File: src/rtl/common_pkg.sv
// Shared types and constants for the boot-time UART flash loader.
package common;

    // Marker byte that starts every image header.
    localparam logic [7:0] SYNC_BYTE = 8'hA5;

    // Loader sequencing: sync hunt, 16-bit count, word assembly, write, terminal.
    typedef enum logic [2:0] {
        WAIT_SYNC,
        CNT_LO,
        CNT_HI,
        WORD,
        WRITE,
        DONE
    } loader_state_t;

    // UART receiver bit-phase tracking.
    typedef enum logic [1:0] {
        RX_IDLE,
        RX_START,
        RX_DATA,
        RX_STOP
    } rx_state_t;

endpackage

File: src/rtl/uart_rx.sv
// 8N1 UART receiver: 2-flop synchronizer, mid-bit sampling, glitch-rejecting
// start detection. Emits a one-cycle byte_valid or frame_err per frame.
module uart_rx
    import common::*;
#(
    parameter int CLKS_PER_BIT = 868
) (
    input  logic       clk,
    input  logic       rst,
    input  logic       rx,
    output logic       byte_valid,
    output logic [7:0] byte_data,
    output logic       frame_err
);

    localparam int CW = $clog2(CLKS_PER_BIT);
    localparam logic [CW-1:0] HALF_M1 = CW'(CLKS_PER_BIT / 2 - 1);
    localparam logic [CW-1:0] FULL_M1 = CW'(CLKS_PER_BIT - 1);

    logic            rx_meta_q, rx_sync_q, rx_prev_q;
    rx_state_t       st_q, st_d;
    logic [CW-1:0]   cnt_q, cnt_d;
    logic [2:0]      bit_q, bit_d;
    logic [7:0]      shift_q, shift_d;
    logic            byte_valid_q, byte_valid_d;
    logic            frame_err_q, frame_err_d;

    // Bit timer: counter restarts at each sample point so every sample lands mid-bit.
    always_comb begin
        st_d         = st_q;
        cnt_d        = cnt_q + 1'b1;
        bit_d        = bit_q;
        shift_d      = shift_q;
        byte_valid_d = 1'b0;
        frame_err_d  = 1'b0;
        case (st_q)
            RX_IDLE: begin
                cnt_d = '0;
                if (rx_prev_q && !rx_sync_q) st_d = RX_START;
            end
            RX_START: begin
                if (cnt_q == HALF_M1) begin
                    cnt_d = '0;
                    bit_d = '0;
                    // A start bit that is already high again at its midpoint was noise.
                    st_d  = rx_sync_q ? RX_IDLE : RX_DATA;
                end
            end
            RX_DATA: begin
                if (cnt_q == FULL_M1) begin
                    cnt_d   = '0;
                    shift_d = {rx_sync_q, shift_q[7:1]};
                    bit_d   = bit_q + 1'b1;
                    if (bit_q == 3'd7) st_d = RX_STOP;
                end
            end
            RX_STOP: begin
                if (cnt_q == FULL_M1) begin
                    cnt_d        = '0;
                    st_d         = RX_IDLE;
                    byte_valid_d = rx_sync_q;
                    frame_err_d  = !rx_sync_q;
                end
            end
            default: st_d = RX_IDLE;
        endcase
    end

    // Synchronizer, edge history and receiver state registers.
    always_ff @(posedge clk) begin
        if (rst) begin
            rx_meta_q    <= 1'b1;
            rx_sync_q    <= 1'b1;
            rx_prev_q    <= 1'b1;
            st_q         <= RX_IDLE;
            cnt_q        <= '0;
            bit_q        <= '0;
            shift_q      <= '0;
            byte_valid_q <= 1'b0;
            frame_err_q  <= 1'b0;
        end else begin
            rx_meta_q    <= rx;
            rx_sync_q    <= rx_meta_q;
            rx_prev_q    <= rx_sync_q;
            st_q         <= st_d;
            cnt_q        <= cnt_d;
            bit_q        <= bit_d;
            shift_q      <= shift_d;
            byte_valid_q <= byte_valid_d;
            frame_err_q  <= frame_err_d;
        end
    end

    assign byte_valid = byte_valid_q;
    assign byte_data  = shift_q;
    assign frame_err  = frame_err_q;

endmodule

File: src/rtl/uart_flash_loader.sv
// Boot loader: receives A5, count(LE16), then count little-endian words over
// UART and writes them to consecutive flash word addresses, holding the core
// in reset until the image is complete.
module uart_flash_loader
    import common::*;
#(
    parameter int WIDTH        = 32,
    parameter int CLKS_PER_BIT = 868
) (
    input  logic             clk,
    input  logic             rst,
    input  logic             rx,
    output logic [WIDTH-1:0] flash_addr,
    output logic [WIDTH-1:0] flash_data,
    output logic             flash_en,
    output logic             cpu_rst,
    output logic             done,
    output logic             error
);

    logic       byte_valid, frame_err;
    logic [7:0] byte_data;

    uart_rx #(.CLKS_PER_BIT(CLKS_PER_BIT)) u_rx (
        .clk        (clk),
        .rst        (rst),
        .rx         (rx),
        .byte_valid (byte_valid),
        .byte_data  (byte_data),
        .frame_err  (frame_err)
    );

    loader_state_t    state_q, state_d;
    logic [15:0]      cnt_q, cnt_d;
    logic [15:0]      idx_q, idx_d;
    logic [23:0]      word_q, word_d;   // first three bytes; the fourth goes straight out
    logic [1:0]       nbyte_q, nbyte_d;
    logic             error_q, error_d;
    logic             flash_en_q, flash_en_d;
    logic [WIDTH-1:0] flash_addr_q, flash_addr_d;
    logic [WIDTH-1:0] flash_data_q, flash_data_d;

    // Loader sequencing; the write port is loaded on the 4th byte so it is valid with flash_en.
    always_comb begin
        state_d      = state_q;
        cnt_d        = cnt_q;
        idx_d        = idx_q;
        word_d       = word_q;
        nbyte_d      = nbyte_q;
        error_d      = error_q;
        flash_en_d   = 1'b0;
        flash_addr_d = flash_addr_q;
        flash_data_d = flash_data_q;
        if (frame_err && state_q != DONE) begin
            // Abandon the image in progress; completed writes stay in flash.
            error_d = 1'b1;
            state_d = WAIT_SYNC;
            cnt_d   = '0;
            word_d  = '0;
            nbyte_d = '0;
        end else begin
            case (state_q)
                WAIT_SYNC: begin
                    if (byte_valid && byte_data == SYNC_BYTE) begin
                        error_d = 1'b0;
                        idx_d   = '0;
                        state_d = CNT_LO;
                    end
                end
                CNT_LO: begin
                    if (byte_valid) begin
                        cnt_d[7:0] = byte_data;
                        state_d    = CNT_HI;
                    end
                end
                CNT_HI: begin
                    if (byte_valid) begin
                        cnt_d[15:8] = byte_data;
                        nbyte_d     = '0;
                        state_d     = ({byte_data, cnt_q[7:0]} == 16'd0) ? DONE : WORD;
                    end
                end
                WORD: begin
                    if (byte_valid) begin
                        nbyte_d = nbyte_q + 1'b1;
                        case (nbyte_q)
                            2'd0:    word_d[7:0]   = byte_data;
                            2'd1:    word_d[15:8]  = byte_data;
                            2'd2:    word_d[23:16] = byte_data;
                            default: begin
                                flash_en_d   = 1'b1;
                                flash_addr_d = WIDTH'({idx_q, 2'b00});
                                flash_data_d = WIDTH'({byte_data, word_q});
                                state_d      = WRITE;
                            end
                        endcase
                    end
                end
                WRITE: begin
                    idx_d   = idx_q + 16'd1;
                    state_d = (idx_q + 16'd1 == cnt_q) ? DONE : WORD;
                end
                DONE:    state_d = DONE;
                default: state_d = WAIT_SYNC;
            endcase
        end
    end

    // Loader state, counters and registered write port.
    always_ff @(posedge clk) begin
        if (rst) begin
            state_q      <= WAIT_SYNC;
            cnt_q        <= '0;
            idx_q        <= '0;
            word_q       <= '0;
            nbyte_q      <= '0;
            error_q      <= 1'b0;
            flash_en_q   <= 1'b0;
            flash_addr_q <= '0;
            flash_data_q <= '0;
        end else begin
            state_q      <= state_d;
            cnt_q        <= cnt_d;
            idx_q        <= idx_d;
            word_q       <= word_d;
            nbyte_q      <= nbyte_d;
            error_q      <= error_d;
            flash_en_q   <= flash_en_d;
            flash_addr_q <= flash_addr_d;
            flash_data_q <= flash_data_d;
        end
    end

    assign flash_en   = flash_en_q;
    assign flash_addr = flash_addr_q;
    assign flash_data = flash_data_q;
    assign done       = (state_q == DONE);
    assign cpu_rst    = (state_q != DONE);
    assign error      = error_q;

endmodule

File: config.mk
export PLATFORM = sky130hd
export DESIGN_NAME = uart_flash_loader
export DESIGN_NICKNAME = d
export VERILOG_FILES = /design/src/rtl/common_pkg.sv /design/src/rtl/uart_rx.sv /design/src/rtl/uart_flash_loader.sv
export SDC_FILE = /design/constraint.sdc
export NUM_CORES = 1
export LEC_CHECK = 0
export CELL_PAD_IN_SITES_DETAIL_PLACEMENT = 2
export CELL_PAD_IN_SITES_GLOBAL_PLACEMENT = 2
export CORE_MARGIN = 3
export CORE_UTILIZATION = 36
export DETAILED_ROUTE_END_ITERATION = 12
export PLACE_DENSITY = 0.93
export SETUP_SLACK_MARGIN = 0.05
export SLEW_MARGIN = 40
export SYNTH_ARGS = -nofsm -noshare
export SYNTH_HDL_FRONTEND = slang
export SYNTH_SLANG_ARGS = --single-unit
File: constraint.sdc
create_clock -name clk -period 3.98 [get_ports clk]
set_input_delay 0.796 -clock clk [delete_from_list [all_inputs] [get_ports clk]]
set_output_delay 0.796 -clock clk [all_outputs]
set_load 0.1 [all_outputs]
==> impl_metrics.py <==
metrics = {
    "run_status": {
        "run_status": "finished, final reports clean",
    },
    "place": {
        "gp_routability_congestion": 0.876,
        "dp.final_hpwl_um": 13000,
        "port-buffer-count": 54,
    },
    "cts": {
        "worst_skew_pair.late_latency_ns": 0.43,
        "ctsResizeCount": 0,
        "cts-htree-levels": 4,
        "clock_tree_from_tritoncts": "done",
        "numCtsBuffers": 17,
        "cts_setup_buffers": 0,
        "path_clk_slew_ns": 0.06,
        "postCtsHoldBufs": 0,
        "clock_path_buffers": 2,
        "ctsRootBufferMaster": "sky130_fd_sc_hd__clkbuf_16",
        "clock_sinks": 139,
    },
    "drt": {
        "drt_iter0_markers": 253,
        "routed_wl_um": 19900,
        "routed_via_density": 5.40,
        "antenna_violating_nets_post_route": 0,
        "post_drt_wl_per_cell_um": 19.8,
        "drt_drc_violations_left": 0,
        "num_vias": 5425,
        "detailedRoute.firstPassIterationCount": 4,
    },
    "global_route": {
        "met3_usage_pct": 4.85,
        "grt_most_used_layer": "met2",
        "grt.overflow.total": 0,
        "grt_resource_usage_total_pct": 22.0,
        "global_route_wire_length_before_repair_um": 32100,
        "antenna_found_initial": 0,
        "grtUsageMet2_pct": 40.2,
        "via_count_of_the_first_global_routing_pass": 5970,
        "global_route.usage.met1_pct": 25.6,
        "grt_max_degree": 85,
    },
    "critical_path": {
        "cp_max_fo": 32,
        "timing.setup.critical_path_class": "reg -> reg",
        "end_kind": "flip-flop",
        "cp_data_arrival_time_ns": 3.25,
        "required_ns": 4.33,
        "timing.critical_path.cells": "inv_1 > and3_1 > and2_1 > buf_4 > and3_1 > buf_4 > nand2_1 > a21oi_1",
        "slowest_stage": "sky130_fd_sc_hd__and3_1",
        "cpPeakStageDelay_ns": 0.74,
        "critPathLaunchType": "flip-flop",
    },
    "sta": {
        "finalMaxSlewViolations": 0,
        "finalSetupViolCount": 0,
        "final.min_clock_period_ns": 2.89,
        "max_slew_margin_pct": 46.7,
        "max_freq_mhz": 346,
        "grt_setup_unrepaired": "no",
        "clock-skew-final_ns": 0.0120,
        "worst_slew_pin_tran_ns": 0.800,
        "finalHoldViolations": 0,
        "period_share_pct": 72.7,
        "tns_setup_ns": 0,
    },
    "pwr": {
        "max-vdd-ir-drop_uv": 322,
        "power_density_mw_per_mm2": 431,
        "p_leak_nw": 2.57,
    },
    "layout": {
        "post-route-util_pct": 41.9,
        "areaGrowthSynthToFinish_pct": 13.6,
        "nNetsFinal": 785,
        "proportion_of_layout_cells_with_a_drive_suffix_above_1_pct": 13.1,
        "num_antenna_cells": 0,
        "num-fill-cells": 1857,
    },
    "synth": {
        "netlist-cell-type-count": 60,
        "yosys_most_used_dff": "sky130_fd_sc_hd__dfxtp_1",
        "ys_seq_elements": 139,
        "yosysSeqAreaShare_pct": 45.3,
        "number_of_synthesized_flops_with_an_enable_pin": 0,
        "post_synthesis_cell_type_with_the_largest_combined_area": "sky130_fd_sc_hd__dfxtp_1",
        "synthTopCellsByArea": "sky130_fd_sc_hd__dfxtp_1, sky130_fd_sc_hd__nand2_1, sky130_fd_sc_hd__a21oi_1, sky130_fd_sc_hd__nor2_1, sky130_fd_sc_hd__nand3_1",
        "yosys.area.top_type_share_pct": 45.3,
        "ys.warnings.count": 0,
        "synth.avg_cell_area_um2": 8.12,
        "syn-instance-count": 757,
        "synth_async_sr_flop_share_pct": 0,
        "synth_area_mm2": 0.00614,
    },
    "die": {
        "core_region_area_mm2": 0.0166,
        "chipWidth_um": 137,
        "design.portCount": 71,
        "cell_row_count": 47,
        "die_height_um": 137,
        "floorplan.initialDensity_pct": 36.9,
        "design.die.area_mm2": 0.0187,
    },
    "job": {
        "drv.max_cap_violation_count": 0,
    },
    "hold_path": {
        "hold_path.class": "reg -> reg",
    },
}
==> power by group <==
part / leakage, nW / switching (W) / internal [W]
Clock: 0.272 / 0.000610 / 0.000905
Combinational: 1.18 / 0.0000916 / 0.00000719
Sequential: 1.12 / 0.00000243 / 0.00139
==> registers in the layout (all words and copies together) (netlist names), named ones only <==
register	flops
nbyte_q	2
flash_addr	16
error	1
u_rx.st_q	1
word_q	24
u_rx.frame_err	1
u_rx.byte_valid	1
u_rx.rx_meta_q	1
u_rx.cnt_q	10
u_rx.rx_prev_q	1
u_rx.byte_data	8
idx_q	16
cnt_q	16
flash_data	32
u_rx.rx_sync_q	1
flash_en	1
u_rx.bit_q	3
state_q	3
==> final cells by class <==
cell class                 count  area [um2]  share of cell area, %
tap                          220         275                   3.94
inverter                       9        33.8                  0.484
sequential                   139        2780                   39.9
multi-input combinational    548        3020                   43.2
timing repair buffer          58         312                   4.46
clock buffer                  21         470                   6.74
clock inverter                 9        90.1                   1.29
==> Yosys cell counts (2+ instances only) <==
cell	n
sky130_fd_sc_hd__buf_2	16
sky130_fd_sc_hd__nand3b_1	6
sky130_fd_sc_hd__xnor2_1	16
sky130_fd_sc_hd__nand2b_1	2
sky130_fd_sc_hd__xor2_1	9
sky130_fd_sc_hd__and2_1	3
sky130_fd_sc_hd__or4_1	2
sky130_fd_sc_hd__and3_1	10
sky130_fd_sc_hd__nand4_1	10
sky130_fd_sc_hd__nand3_1	35
sky130_fd_sc_hd__buf_1	6
sky130_fd_sc_hd__nor3b_1	5
sky130_fd_sc_hd__a31oi_1	2
sky130_fd_sc_hd__or2_2	4
sky130_fd_sc_hd__o21ai_0	12
sky130_fd_sc_hd__nand2_1	158
sky130_fd_sc_hd__a211oi_1	4
sky130_fd_sc_hd__buf_4	18
sky130_fd_sc_hd__inv_1	9
sky130_fd_sc_hd__nor3_2	2
sky130_fd_sc_hd__clkbuf_1	34
sky130_fd_sc_hd__or2_1	2
sky130_fd_sc_hd__nor4_1	6
sky130_fd_sc_hd__nand3_2	2
sky130_fd_sc_hd__ha_1	9
sky130_fd_sc_hd__or3_1	2
sky130_fd_sc_hd__nor3_1	8
sky130_fd_sc_hd__a21o_1	3
sky130_fd_sc_hd__and4_1	3
sky130_fd_sc_hd__o22ai_1	2
sky130_fd_sc_hd__dfxtp_1	139
sky130_fd_sc_hd__nand4b_1	4
sky130_fd_sc_hd__nor2_1	57
sky130_fd_sc_hd__a311oi_1	2
sky130_fd_sc_hd__mux2i_1	17
sky130_fd_sc_hd__a21oi_1	109
sky130_fd_sc_hd__o21ai_1	6
==> final timing paths <==
kind                            slack [ns]  depth (start not counted)                       from                           to
worst min-delay path                  0.41                          1  u_rx.rx_meta_q$_SDFF_PP1_    u_rx.rx_sync_q$_SDFF_PP1_
worst max-delay path                  1.09                          8    state_q[2]$_SDFFE_PP0P_  flash_data[25]$_SDFFE_PP0P_
worst max register to register        1.09                          8    state_q[2]$_SDFFE_PP0P_  flash_data[25]$_SDFFE_PP0P_
worst min register to register        0.41                          1  u_rx.rx_meta_q$_SDFF_PP1_    u_rx.rx_sync_q$_SDFF_PP1_
==> per-stage QoR <==
step / cell area [um2] / power, W / std cells / hold slack (ns) / setup WS (ns)
finish: 6980 / 0.00301 / 1004 / 0.412 / 1.09
global route: 6980 / 0.00311 / 1004 / 0.441 / 0.868
CTS: 6970 / 0.00304 / 1004 / 0.415 / 1.09
detailed placement: 6410 / 0.00152 / 974 / 0.400 / 1.15
global placement: 6660 / 0.00152 / 974 / 0.395 / 1.37
floorplan: 6200 / 0.00153 / 772 / 0.389 / 0.914
==> worst max-delay path, delay by kind of cell, from the launching register on <==
family	cells	cell delay [ns]
simple gates	4	1.24
flops	1	0.44
buf+inv	3	0.96
compound gates	1	0.16
==> logic make-up (layout without fill, tap and decap cells) <==
group | after synthesis | after routing | share of synthesized area (%)
flip-flops | 139 | 139 | 45.3
AND/OR/NAND/NOR | 326 | 326 | 25.2
XOR/XNOR | 27 | 27 | 4.19
AO/OA/AOI/OAI | 153 | 153 | 13.8
other | 1 | 16 | 0.0610
adder cells (fa/ha/maj) | 9 | 9 | 1.83
multiplexers | 17 | 17 | 2.77
buffers and inverters | 85 | 97 | 6.80
==> layout by cell type (no fill, tap or decap), drive strengths merged, types with 2 or more instances in the layout <==
cell | Yosys | layout
buf | 41 | 57
dfxtp | 139 | 139
and4 | 3 | 3
nor3 | 10 | 10
clkbuf | 35 | 21
or4 | 2 | 2
o21ai | 18 | 18
ha | 9 | 9
nand3 | 38 | 38
a311oi | 2 | 2
nor3b | 5 | 5
or3 | 2 | 2
nand4 | 10 | 10
a31oi | 2 | 2
clkinv | 0 | 4
clkinvlp | 0 | 2
nand3b | 6 | 6
o22ai | 2 | 2
inv | 9 | 11
or2 | 6 | 6
xnor2 | 17 | 17
conb | 1 | 16
a21o | 3 | 3
nand2 | 158 | 158
xor2 | 9 | 9
nor2 | 57 | 57
nor4 | 8 | 8
nand4b | 4 | 4
nand2b | 2 | 2
and3 | 10 | 10
a211oi | 5 | 5
mux2i | 17 | 17
a21oi | 109 | 109
and2 | 3 | 3
==> per-layer routing <==
| layer | vias up | wire length, um | part of all wire [%] |
|---|---|---|---|
| met3 | 23 | 594 | 3.0 |
| met1 | 2741 | 8400 | 42 |
| met4 | 0 | 255 | 1.3 |
| li1 | 2572 | - | - |
| met2 | 89 | 10700 | 54 |
| met5 | - | 0 | 0 |
(Power assumes the default switching activity.)
